**src/rtl/dual_port_request_arbiter_if.sv**
```systemverilog
// Request/response and RAM-port bundle between the requesters, the arbiter
// and a true dual-port block-RAM macro.
interface dual_port_request_arbiter_if #(
  parameter int NREQ   = 4,
  parameter int ADDR_W = 14,
  parameter int DATA_W = 1
);
  logic [NREQ-1:0]        req_v;
  logic [NREQ-1:0]        req_we;
  logic [NREQ*ADDR_W-1:0] req_a;
  logic [NREQ*DATA_W-1:0] req_d;
  logic [NREQ-1:0]        req_rdy;
  logic [NREQ-1:0]        rsp_v;
  logic [NREQ*DATA_W-1:0] rsp_d;
  logic [ADDR_W-1:0]      a0, a1;
  logic [DATA_W-1:0]      d0, d1;
  logic                   ce0, ce1, we0, we1, wem0, wem1;
  logic [DATA_W-1:0]      q0, q1;

  modport master (
    output req_v, req_we, req_a, req_d, q0, q1,
    input  req_rdy, rsp_v, rsp_d, a0, a1, d0, d1, ce0, ce1, we0, we1, wem0, wem1
  );

  modport slave (
    input  req_v, req_we, req_a, req_d, q0, q1,
    output req_rdy, rsp_v, rsp_d, a0, a1, d0, d1, ce0, ce1, we0, we1, wem0, wem1
  );
endinterface

```
**src/rtl/dual_port_request_arbiter.sv**
```systemverilog
// Round-robin arbiter mapping NREQ requesters onto the two ports of a dual-port
// RAM macro, blocking same-address write hazards and routing read data back.
module dual_port_request_arbiter #(
  parameter int NREQ   = 4,
  parameter int ADDR_W = 14,
  parameter int DATA_W = 1
) (
  input logic                       clk,
  input logic                       rst_n,
  dual_port_request_arbiter_if.slave bus
);
  localparam int PTR_W = $clog2(NREQ);

  logic [PTR_W-1:0]  rr_ptr_reg, rr_ptr_next;
  logic [ADDR_W-1:0] req_a_arr [NREQ];
  logic [DATA_W-1:0] req_d_arr [NREQ];
  logic [NREQ-1:0]   rsp_v_reg, rsp_v_next;
  logic [DATA_W-1:0] rsp_d_reg [NREQ];
  logic [DATA_W-1:0] rsp_d_next [NREQ];
  logic              g0_found, g1_found;
  logic [PTR_W-1:0]  g0_idx, g1_idx, last_idx, scan_idx;
  int                scan_int;
  logic              we0, we1;
  logic              pend0_reg, pend1_reg;
  logic [PTR_W-1:0]  id0_reg, id1_reg;

  generate
    for (genvar gi = 0; gi < NREQ; gi++) begin : g_req
      assign req_a_arr[gi] = bus.req_a[gi*ADDR_W +: ADDR_W];
      assign req_d_arr[gi] = bus.req_d[gi*DATA_W +: DATA_W];
      assign bus.req_rdy[gi] = (g0_found && (g0_idx == PTR_W'(gi))) ||
                               (g1_found && (g1_idx == PTR_W'(gi)));
      assign bus.rsp_d[gi*DATA_W +: DATA_W] = rsp_d_reg[gi];
    end
  endgenerate

  // Scan from rr_ptr with an explicit wrap so non-power-of-2 NREQ works.
  // Port 1 skips any requester that would hit the port-0 address with a write.
  always_comb begin
    g0_found = 1'b0;
    g0_idx   = '0;
    g1_found = 1'b0;
    g1_idx   = '0;
    scan_int = 0;
    scan_idx = '0;
    for (int k = 0; k < NREQ; k++) begin
      scan_int = int'(rr_ptr_reg) + k;
      if (scan_int >= NREQ) scan_int = scan_int - NREQ;
      scan_idx = PTR_W'(scan_int);
      if (rst_n && bus.req_v[scan_idx]) begin
        if (!g0_found) begin
          g0_found = 1'b1;
          g0_idx   = scan_idx;
        end else if (!g1_found &&
                     !((req_a_arr[scan_idx] == req_a_arr[g0_idx]) &&
                       (bus.req_we[scan_idx] || bus.req_we[g0_idx]))) begin
          g1_found = 1'b1;
          g1_idx   = scan_idx;
        end
      end
    end
  end

  assign we0      = g0_found & bus.req_we[g0_idx];
  assign we1      = g1_found & bus.req_we[g1_idx];
  assign bus.ce0  = g0_found;
  assign bus.ce1  = g1_found;
  assign bus.we0  = we0;
  assign bus.we1  = we1;
  assign bus.wem0 = we0;
  assign bus.wem1 = we1;
  assign bus.a0   = g0_found ? req_a_arr[g0_idx] : '0;
  assign bus.a1   = g1_found ? req_a_arr[g1_idx] : '0;
  assign bus.d0   = g0_found ? req_d_arr[g0_idx] : '0;
  assign bus.d1   = g1_found ? req_d_arr[g1_idx] : '0;
  assign bus.rsp_v = rsp_v_reg;

  always_comb begin
    last_idx    = g1_found ? g1_idx : g0_idx;
    rr_ptr_next = rr_ptr_reg;
    if (g0_found) begin
      rr_ptr_next = (int'(last_idx) == NREQ - 1) ? '0 : last_idx + 1'b1;
    end
    // Each requester holds at most one grant per cycle, so the two ports never collide here.
    rsp_v_next = '0;
    rsp_d_next = rsp_d_reg;
    if (pend0_reg) begin
      rsp_v_next[id0_reg] = 1'b1;
      rsp_d_next[id0_reg] = bus.q0;
    end
    if (pend1_reg) begin
      rsp_v_next[id1_reg] = 1'b1;
      rsp_d_next[id1_reg] = bus.q1;
    end
  end

  always_ff @(posedge clk or negedge rst_n) begin
    if (!rst_n) begin
      rr_ptr_reg <= '0;
      rsp_v_reg  <= '0;
      rsp_d_reg  <= '{default: '0};
      pend0_reg  <= 1'b0;
      pend1_reg  <= 1'b0;
      id0_reg    <= '0;
      id1_reg    <= '0;
    end else begin
      rr_ptr_reg <= rr_ptr_next;
      rsp_v_reg  <= rsp_v_next;
      rsp_d_reg  <= rsp_d_next;
      pend0_reg  <= g0_found & ~we0;
      pend1_reg  <= g1_found & ~we1;
      id0_reg    <= g0_idx;
      id1_reg    <= g1_idx;
    end
  end
endmodule

```
**src/flat_wrapper.sv**
```systemverilog
// flat-port wrapper written by rule: the top's interface ports become plain ports
module dual_port_request_arbiter_flat 
#(
  parameter int NREQ   = 4,
  parameter int ADDR_W = 14,
  parameter int DATA_W = 1
)
  (clk, rst_n, bus_req_v, bus_req_we, bus_req_a, bus_req_d, bus_q0, bus_q1, bus_req_rdy, bus_rsp_v, bus_rsp_d, bus_a0, bus_a1, bus_d0, bus_d1, bus_ce0, bus_ce1, bus_we0, bus_we1, bus_wem0, bus_wem1);
  dual_port_request_arbiter_if #(.NREQ(NREQ), .ADDR_W(ADDR_W), .DATA_W(DATA_W)) bus_i ();
  input logic clk;
  input logic rst_n;
  input wire logic [$bits(bus_i.req_v)-1:0] bus_req_v;
  input wire logic [$bits(bus_i.req_we)-1:0] bus_req_we;
  input wire logic [$bits(bus_i.req_a)-1:0] bus_req_a;
  input wire logic [$bits(bus_i.req_d)-1:0] bus_req_d;
  input wire logic [$bits(bus_i.q0)-1:0] bus_q0;
  input wire logic [$bits(bus_i.q1)-1:0] bus_q1;
  output wire logic [$bits(bus_i.req_rdy)-1:0] bus_req_rdy;
  output wire logic [$bits(bus_i.rsp_v)-1:0] bus_rsp_v;
  output wire logic [$bits(bus_i.rsp_d)-1:0] bus_rsp_d;
  output wire logic [$bits(bus_i.a0)-1:0] bus_a0;
  output wire logic [$bits(bus_i.a1)-1:0] bus_a1;
  output wire logic [$bits(bus_i.d0)-1:0] bus_d0;
  output wire logic [$bits(bus_i.d1)-1:0] bus_d1;
  output wire logic [$bits(bus_i.ce0)-1:0] bus_ce0;
  output wire logic [$bits(bus_i.ce1)-1:0] bus_ce1;
  output wire logic [$bits(bus_i.we0)-1:0] bus_we0;
  output wire logic [$bits(bus_i.we1)-1:0] bus_we1;
  output wire logic [$bits(bus_i.wem0)-1:0] bus_wem0;
  output wire logic [$bits(bus_i.wem1)-1:0] bus_wem1;
  assign bus_i.req_v = bus_req_v;
  assign bus_i.req_we = bus_req_we;
  assign bus_i.req_a = bus_req_a;
  assign bus_i.req_d = bus_req_d;
  assign bus_i.q0 = bus_q0;
  assign bus_i.q1 = bus_q1;
  assign bus_req_rdy = bus_i.req_rdy;
  assign bus_rsp_v = bus_i.rsp_v;
  assign bus_rsp_d = bus_i.rsp_d;
  assign bus_a0 = bus_i.a0;
  assign bus_a1 = bus_i.a1;
  assign bus_d0 = bus_i.d0;
  assign bus_d1 = bus_i.d1;
  assign bus_ce0 = bus_i.ce0;
  assign bus_ce1 = bus_i.ce1;
  assign bus_we0 = bus_i.we0;
  assign bus_we1 = bus_i.we1;
  assign bus_wem0 = bus_i.wem0;
  assign bus_wem1 = bus_i.wem1;
  dual_port_request_arbiter #(.NREQ(NREQ), .ADDR_W(ADDR_W), .DATA_W(DATA_W)) u_core (.clk(clk), .rst_n(rst_n), .bus(bus_i));
endmodule
```
**config.mk**
```make
export PLATFORM = sky130hd
export DESIGN_NAME = dual_port_request_arbiter_flat
export DESIGN_NICKNAME = d
export VERILOG_FILES = /design/src/rtl/dual_port_request_arbiter_if.sv /design/src/rtl/dual_port_request_arbiter.sv /design/src/flat_wrapper.sv
export SDC_FILE = /design/constraint.sdc
export NUM_CORES = 1
export LEC_CHECK = 0
export ABC_AREA = 1
export CORE_ASPECT_RATIO = 2
export CORE_MARGIN = 2
export CORE_UTILIZATION = 58
export CTS_BUF_LIST = sky130_fd_sc_hd__clkbuf_8
export DETAILED_ROUTE_END_ITERATION = 10
export HOLD_SLACK_MARGIN = 0.03
export PLACE_DENSITY = 0.95
export SLEW_MARGIN = 20
export SYNTH_ARGS = -nofsm -noshare
export SYNTH_HDL_FRONTEND = slang
export SYNTH_SLANG_ARGS = --single-unit
```
**constraint.sdc**
```tcl
create_clock -name clk -period 10.75 [get_ports clk]
set_input_delay 1.6125 -clock clk [delete_from_list [all_inputs] [get_ports clk]]
set_output_delay 1.6125 -clock clk [all_outputs]
set_load 0.005 [all_outputs]
```
# After elaboration in Yosys (flattened, before gate mapping)
# Index checks and enable logic that the tools add are counted.
# classes
n_addsub	8
n_mul	0
div	0
n_lt_le_gt_ge	29
eq_ne	10
n_shift	0
mux	107
bitwise_logic	17
n_reduce_logical	34
# op_table
cell	count
14-bit 2-to-1 mux	18
14-bit binary-select mux with 2-bit select	8
2-bit 2-to-1 mux	22
14-bit == test	3
3-bit >= comparator, second input constant	13
1-bit 2-to-1 mux	35
2-bit by 3-bit less-than comparator with 1-bit output, second input constant	11
2-bit NOT with 3-bit output	10
1-bit binary-select mux with 2-bit select	14
1-bit logical AND	21
4-bit 2-to-1 mux	4
4-bit bitwise mux	2
1-bit demux with 2-bit select	4
2-bit == test, second input constant	4
2-bit by 1-bit subtractor with 2-bit output, second input constant	4
1-bit logical OR	7
2-bit by 2-bit adder with 3-bit output, second input constant	2
2-bit by 1-bit == test with 1-bit output, second input constant	3
3-bit by 1-bit less-than comparator with 1-bit output, second input constant	2
1-bit bitwise AND	4
2-bit by 1-bit >= comparator with 1-bit output, second input constant	2
1-bit zero test	4
2-bit zero test	2
4-bit OR	1
other kinds (4)	5
# totals
register_bits	16
latch_bits	0
ramBits	0
romBits	0
inputBits	72
out_inout_bits	48
word_cells	215
n_memories	0

# Longest topological paths before layout
# logic_depth
depth_word	30
ltp_mapped	32
depth_no_buf	29

# Worst setup path before layout
# Ideal clock, no wire load.
# synth_path
kind	in2out
startpoint	input port rst_n
endpoint	output port bus_wem1
arrival_time_ns	4.911
required_time_ns	9.137
setup_slack_ns	4.227
cell_stages	23
path_buffers	5
cell_sequence	buf_1 nand3_2 inv_1 ha_1 clkbuf_1 clkbuf_1 o21ai_0 o21ai_0 xnor2_1 nand3_1 nor2_1 nand2_1 a21oi_1 nand4_1 nand2_1 inv_1 nand2_1 nand2_4 inv_4 buf_6 nand2_1 a21oi_1 buf_4
# synth_between
elab_chain_cells	24
elab_cells_between_ends	66
classes_between	3 x eq/ne; 43 x mux; 4 x bitwise; 16 x reduce/logical
# synth_lines
item	line	text
from (decl)	flat_wrapper.sv:11	input logic rst_n;
1-bit logical AND	dual_port_request_arbiter.sv:50	if (rst_n && bus.req_v[scan_idx]) begin
2-bit 2-to-1 mux	dual_port_request_arbiter.sv:50	
2-bit NOT with 3-bit output (implied by the code)	dual_port_request_arbiter.sv:55	!((req_a_arr[scan_idx] == req_a_arr[g0_idx]) &&
14-bit binary-select mux with 2-bit select	dual_port_request_arbiter.sv:55	
14-bit 2-to-1 mux (implied by the code) (2 in series)	dual_port_request_arbiter.sv:55	
14-bit == test	dual_port_request_arbiter.sv:55	
1-bit logical AND	dual_port_request_arbiter.sv:55	
1-bit 2-to-1 mux	dual_port_request_arbiter.sv:54	end else if (!g1_found &&
[... 8 more ...]	n/a	
1-bit logical AND	dual_port_request_arbiter.sv:54	
2-bit 2-to-1 mux	dual_port_request_arbiter.sv:54	
2-bit 2-to-1 mux	dual_port_request_arbiter.sv:51	if (!g0_found) begin
2-bit 2-to-1 mux (*)	dual_port_request_arbiter.sv:50	
net u_core.g1_idx[1]	dual_port_request_arbiter.sv:21	logic [PTR_W-1:0] g0_idx, g1_idx, last_idx, scan_idx;
1-bit binary-select mux with 2-bit select (*)	dual_port_request_arbiter.sv:65	assign we1 = g1_found & bus.req_we[g1_idx];
1-bit 2-to-1 mux (implied by the code) (*)	dual_port_request_arbiter.sv:65	
1-bit bitwise AND (*)	dual_port_request_arbiter.sv:65	
to (decl)	flat_wrapper.sv:30	output wire logic [$bits(bus_i.wem1)-1:0] bus_wem1;
# The timed path passes the listed nets; every way through them passes the cells marked *. The select of a mux whose other input is x is not followed.

# Final worst setup path
# layout_path
startpoint	input port rst_n
endpoint	output port bus_wem0
# layout_between
elab_chain_cells	11
elab_cells_between_ends	18
classes_between	13 x mux; 1 x bitwise; 4 x reduce/logical
# layout_lines
item	line	text
1-bit logical AND	dual_port_request_arbiter.sv:50	
2-bit 2-to-1 mux / 1-bit 2-to-1 mux (equally long branches)	dual_port_request_arbiter.sv:50	
2-bit 2-to-1 mux	dual_port_request_arbiter.sv:51	
2-bit 2-to-1 mux	dual_port_request_arbiter.sv:50	
2-bit 2-to-1 mux	dual_port_request_arbiter.sv:51	
2-bit 2-to-1 mux	dual_port_request_arbiter.sv:50	
2-bit 2-to-1 mux	dual_port_request_arbiter.sv:51	
2-bit 2-to-1 mux (*)	dual_port_request_arbiter.sv:50	
net u_core.g0_idx[0]	dual_port_request_arbiter.sv:21	
1-bit binary-select mux with 2-bit select (*)	dual_port_request_arbiter.sv:64	assign we0 = g0_found & bus.req_we[g0_idx];
1-bit 2-to-1 mux (implied by the code) (*)	dual_port_request_arbiter.sv:64	
1-bit bitwise AND (*)	dual_port_request_arbiter.sv:64	
to (decl)	flat_wrapper.sv:29	output wire logic [$bits(bus_i.wem0)-1:0] bus_wem0;
# Marks and branches as above.

==> results_dict.tcl <==
set metrics [dict create \
    clkSlewWorstSetupHoldPaths_ns 0.06 \
    via_per_inst 6.51 \
    clockRootBuffer "clkbuf_8" \
    cts_resized 0 \
    fmax_mhz 107 \
    io_buffer_count 119 \
    synthCells 1124 \
    cts-htree-levels 1 \
    nets 1268 \
    worst_pin_slew_ns 0.959 \
    fin_worst_skew_ns 0.00293 \
    multiInputGateArea_sq_mm 0.00452 \
    clock_latency_ns 0.26 \
    die_area_sq_mm 0.0106 \
    synthesis.area_sq_mm 0.00565 \
    syn_avg_cell_area_sq_um 5.02 \
    p_per_area_mw_per_mm2 423 \
    reg2regPathDepth 18 \
    postCtsSetupRepairBufs 0 \
    cts_buffer_depth 2 \
    worstReg2RegEnd "u_core.pend0_reg" \
    syn-num-nets 1197 \
    grt_usage_pct 53.1 \
    synth_cell_types 42 \
    wirelength_um 27700 \
    grt-ovfl-total 0 \
    cp.arrival_ns 7.71 \
    critPathLaunchType "input pin" \
    drc_errors 0 \
    drive_gt1_share_pct 4.52 \
    dr.pass1.iters 10 \
    hold_viol 0 \
    hpwlAfterDp_um 19800 \
    rows 51 \
    finalPower_mw 2.87 \
    die_x_um 73.8 \
    diodes 0 \
    status "finished clean" \
    detail_route.wl_per_cell_um 20.9 \
    ys_seq_area_share_pct 7.09 \
    maxSlewHeadroom_pct 35.8 \
    start_util_pct 58.6 \
    fin_crit_sh_pct 86.7 \
    setup_viol_count_final 0 \
    cts.sink_count 16 \
    drtIter0Drc 1036 \
    r2r_slack_ns 4.30 \
    rsz0062_at_grt "no" \
    die_h_um 144 \
    cp-startpoint "rst_n" \
    cap_viol_max_count 0 \
    vias 8638 \
    postCtsHoldBufs 0 \
    final.setup.tns_ns 0 \
    grt_pass1_wl_um 42600 \
    grt_antenna_before_repair 0 \
    cts_inserted_buffers 3 \
    leakagePower_nw 3.25 \
    ir_drop_uv 224 \
    ios 120 \
    r2r-start "u_core.rr_ptr_reg[0]" \
    syn_to_final_growth_pct 19.9 \
    ys_ff_latch 16 \
    min_period_ns 9.32 \
    cp-end-kind "primary output" \
    path_class "in2out" \
    worst_slack_ns 1.43 \
    yosys_warnings 0 \
    gp_congestion 1.03 \
    slew_viol_final 0 \
    grt_pass1_vias 8166 \
    worstPathMaxFanout 58 \
    tritoncts "yes" \
    seq_area_sq_um 402 \
    fin_util_pct 70.3 \
    core_sq_mm 0.00964 \
    grt_max_degree 61 \
    worst-endpoint-required_ns 9.14 \
    fillers 911 \
    antenna_left 0 \
    worstHoldPathType "reg2reg" \
    pre_cts_ws_ns 1.95 \
    crit_path_end "bus_wem0" \
]
-- worst max-delay path, stage by stage --
cell,delay [ns]
clkdlybuf4s50_1,0.46
buf_4,0.31
nand3_2,0.27
inv_1,0.17
ha_1,0.16
buf_4,0.45
inv_1,0.20
nand2_2,0.12
nand2_2,0.43
nand2_4,0.32
nand2_4,0.28
o21ai_1,0.39
inv_1,0.11
nor2_1,0.74
inv_1,0.72
o21a_1,0.39
inv_1,0.06
nor2_1,0.05
clkdlybuf4s50_1,0.46
-- how the worst min path moves through the flow --
stage                   startpoint             endpoint  slack, ns  depth (start not counted)
2_1_floorplan  u_core.bus.rsp_d[0]  u_core.bus.rsp_d[0]       0.53                          2
3_3_place_gp   u_core.bus.rsp_d[2]  u_core.bus.rsp_d[2]       0.52                          2
3_5_place_dp   u_core.bus.rsp_d[1]  u_core.bus.rsp_d[1]       0.55                          2
4_1_cts        u_core.bus.rsp_d[1]  u_core.bus.rsp_d[1]       0.56                          2
5_1_grt        u_core.bus.rsp_d[1]  u_core.bus.rsp_d[1]       0.58                          2
6_report       u_core.bus.rsp_d[1]  u_core.bus.rsp_d[1]       0.55                          2
-- cell families after synthesis --
kind of cell / Yosys count / share of synthesized area [%]
AO/OA/AOI/OAI: 211 / 21.0
flip-flops: 16 / 7.09
AND/OR/NAND/NOR: 720 / 56.7
XOR/XNOR: 13 / 2.02
adder cells (fa/ha/maj): 1 / 0.222
buffers and inverters: 163 / 12.9
-- report_power, final --
group	total (mW)	internal [mW]	switching [mW]
registers	0.132	0.0878	0.0439
logic	2.68	0.931	1.75
clock network	0.0541	0.0326	0.0215
-- cell usage after synthesis (all sizes together) --
master	n	area, sq um
a31oi	2	12.5
nand2	466	1860
o21a	1	7.51
o22ai	33	206
a21oi	18	93.8
o211ai	6	45.0
clkinv	3	12.5
buf	33	238
clkbuf	27	101
o21ai	132	672
xnor2	9	78.8
a221oi	3	26.3
o221ai	3	26.3
nand3	171	883
nand4	5	52.6
nor2	59	265
inv	100	378
dfrtp	16	400
ha	1	12.5
xor2	4	35.0
a211oi	13	97.6
nand3b	18	135
nor3	1	5.00
-- layer usage --
metal / up-vias / global-route usage, % / wire length, um
met4: 0 / 51.0 / 3420
li1: 3850 / - / -
met1: 3752 / 52.7 / 8520
met5: - / 1.06 / 0
met2: 746 / 82.1 / 12500
met3: 290 / 18.7 / 3260
-- per-stage QoR --
stage	std cells	hold WS [ns]	cell area, sq um
after global placement	1322	0.525	6720
after global routing	1326	0.585	6770
after detailed placement	1322	0.547	6720
after floorplan	1124	0.531	5650
final	1326	0.552	6770
after CTS	1326	0.559	6770
-- cell type report --
type,count,area share [%]
clock buffer,4,0.813
inverter,103,5.76
multi-input combinational,945,66.7
sequential,16,5.93
tap,132,2.44
timing repair buffer,126,18.4
-- layout by cell type, fill, tap and decap left out, drive strengths merged, types with 16 or more instances in the layout --
master         count
a21oi             18
nand3b            18
nand2            466
inv              100
clkdlybuf4s50    119
o21ai            132
dfrtp             16
nand3            171
o22ai             33
nor2              59
No activity file was read; power rests on OpenSTA's default activity.
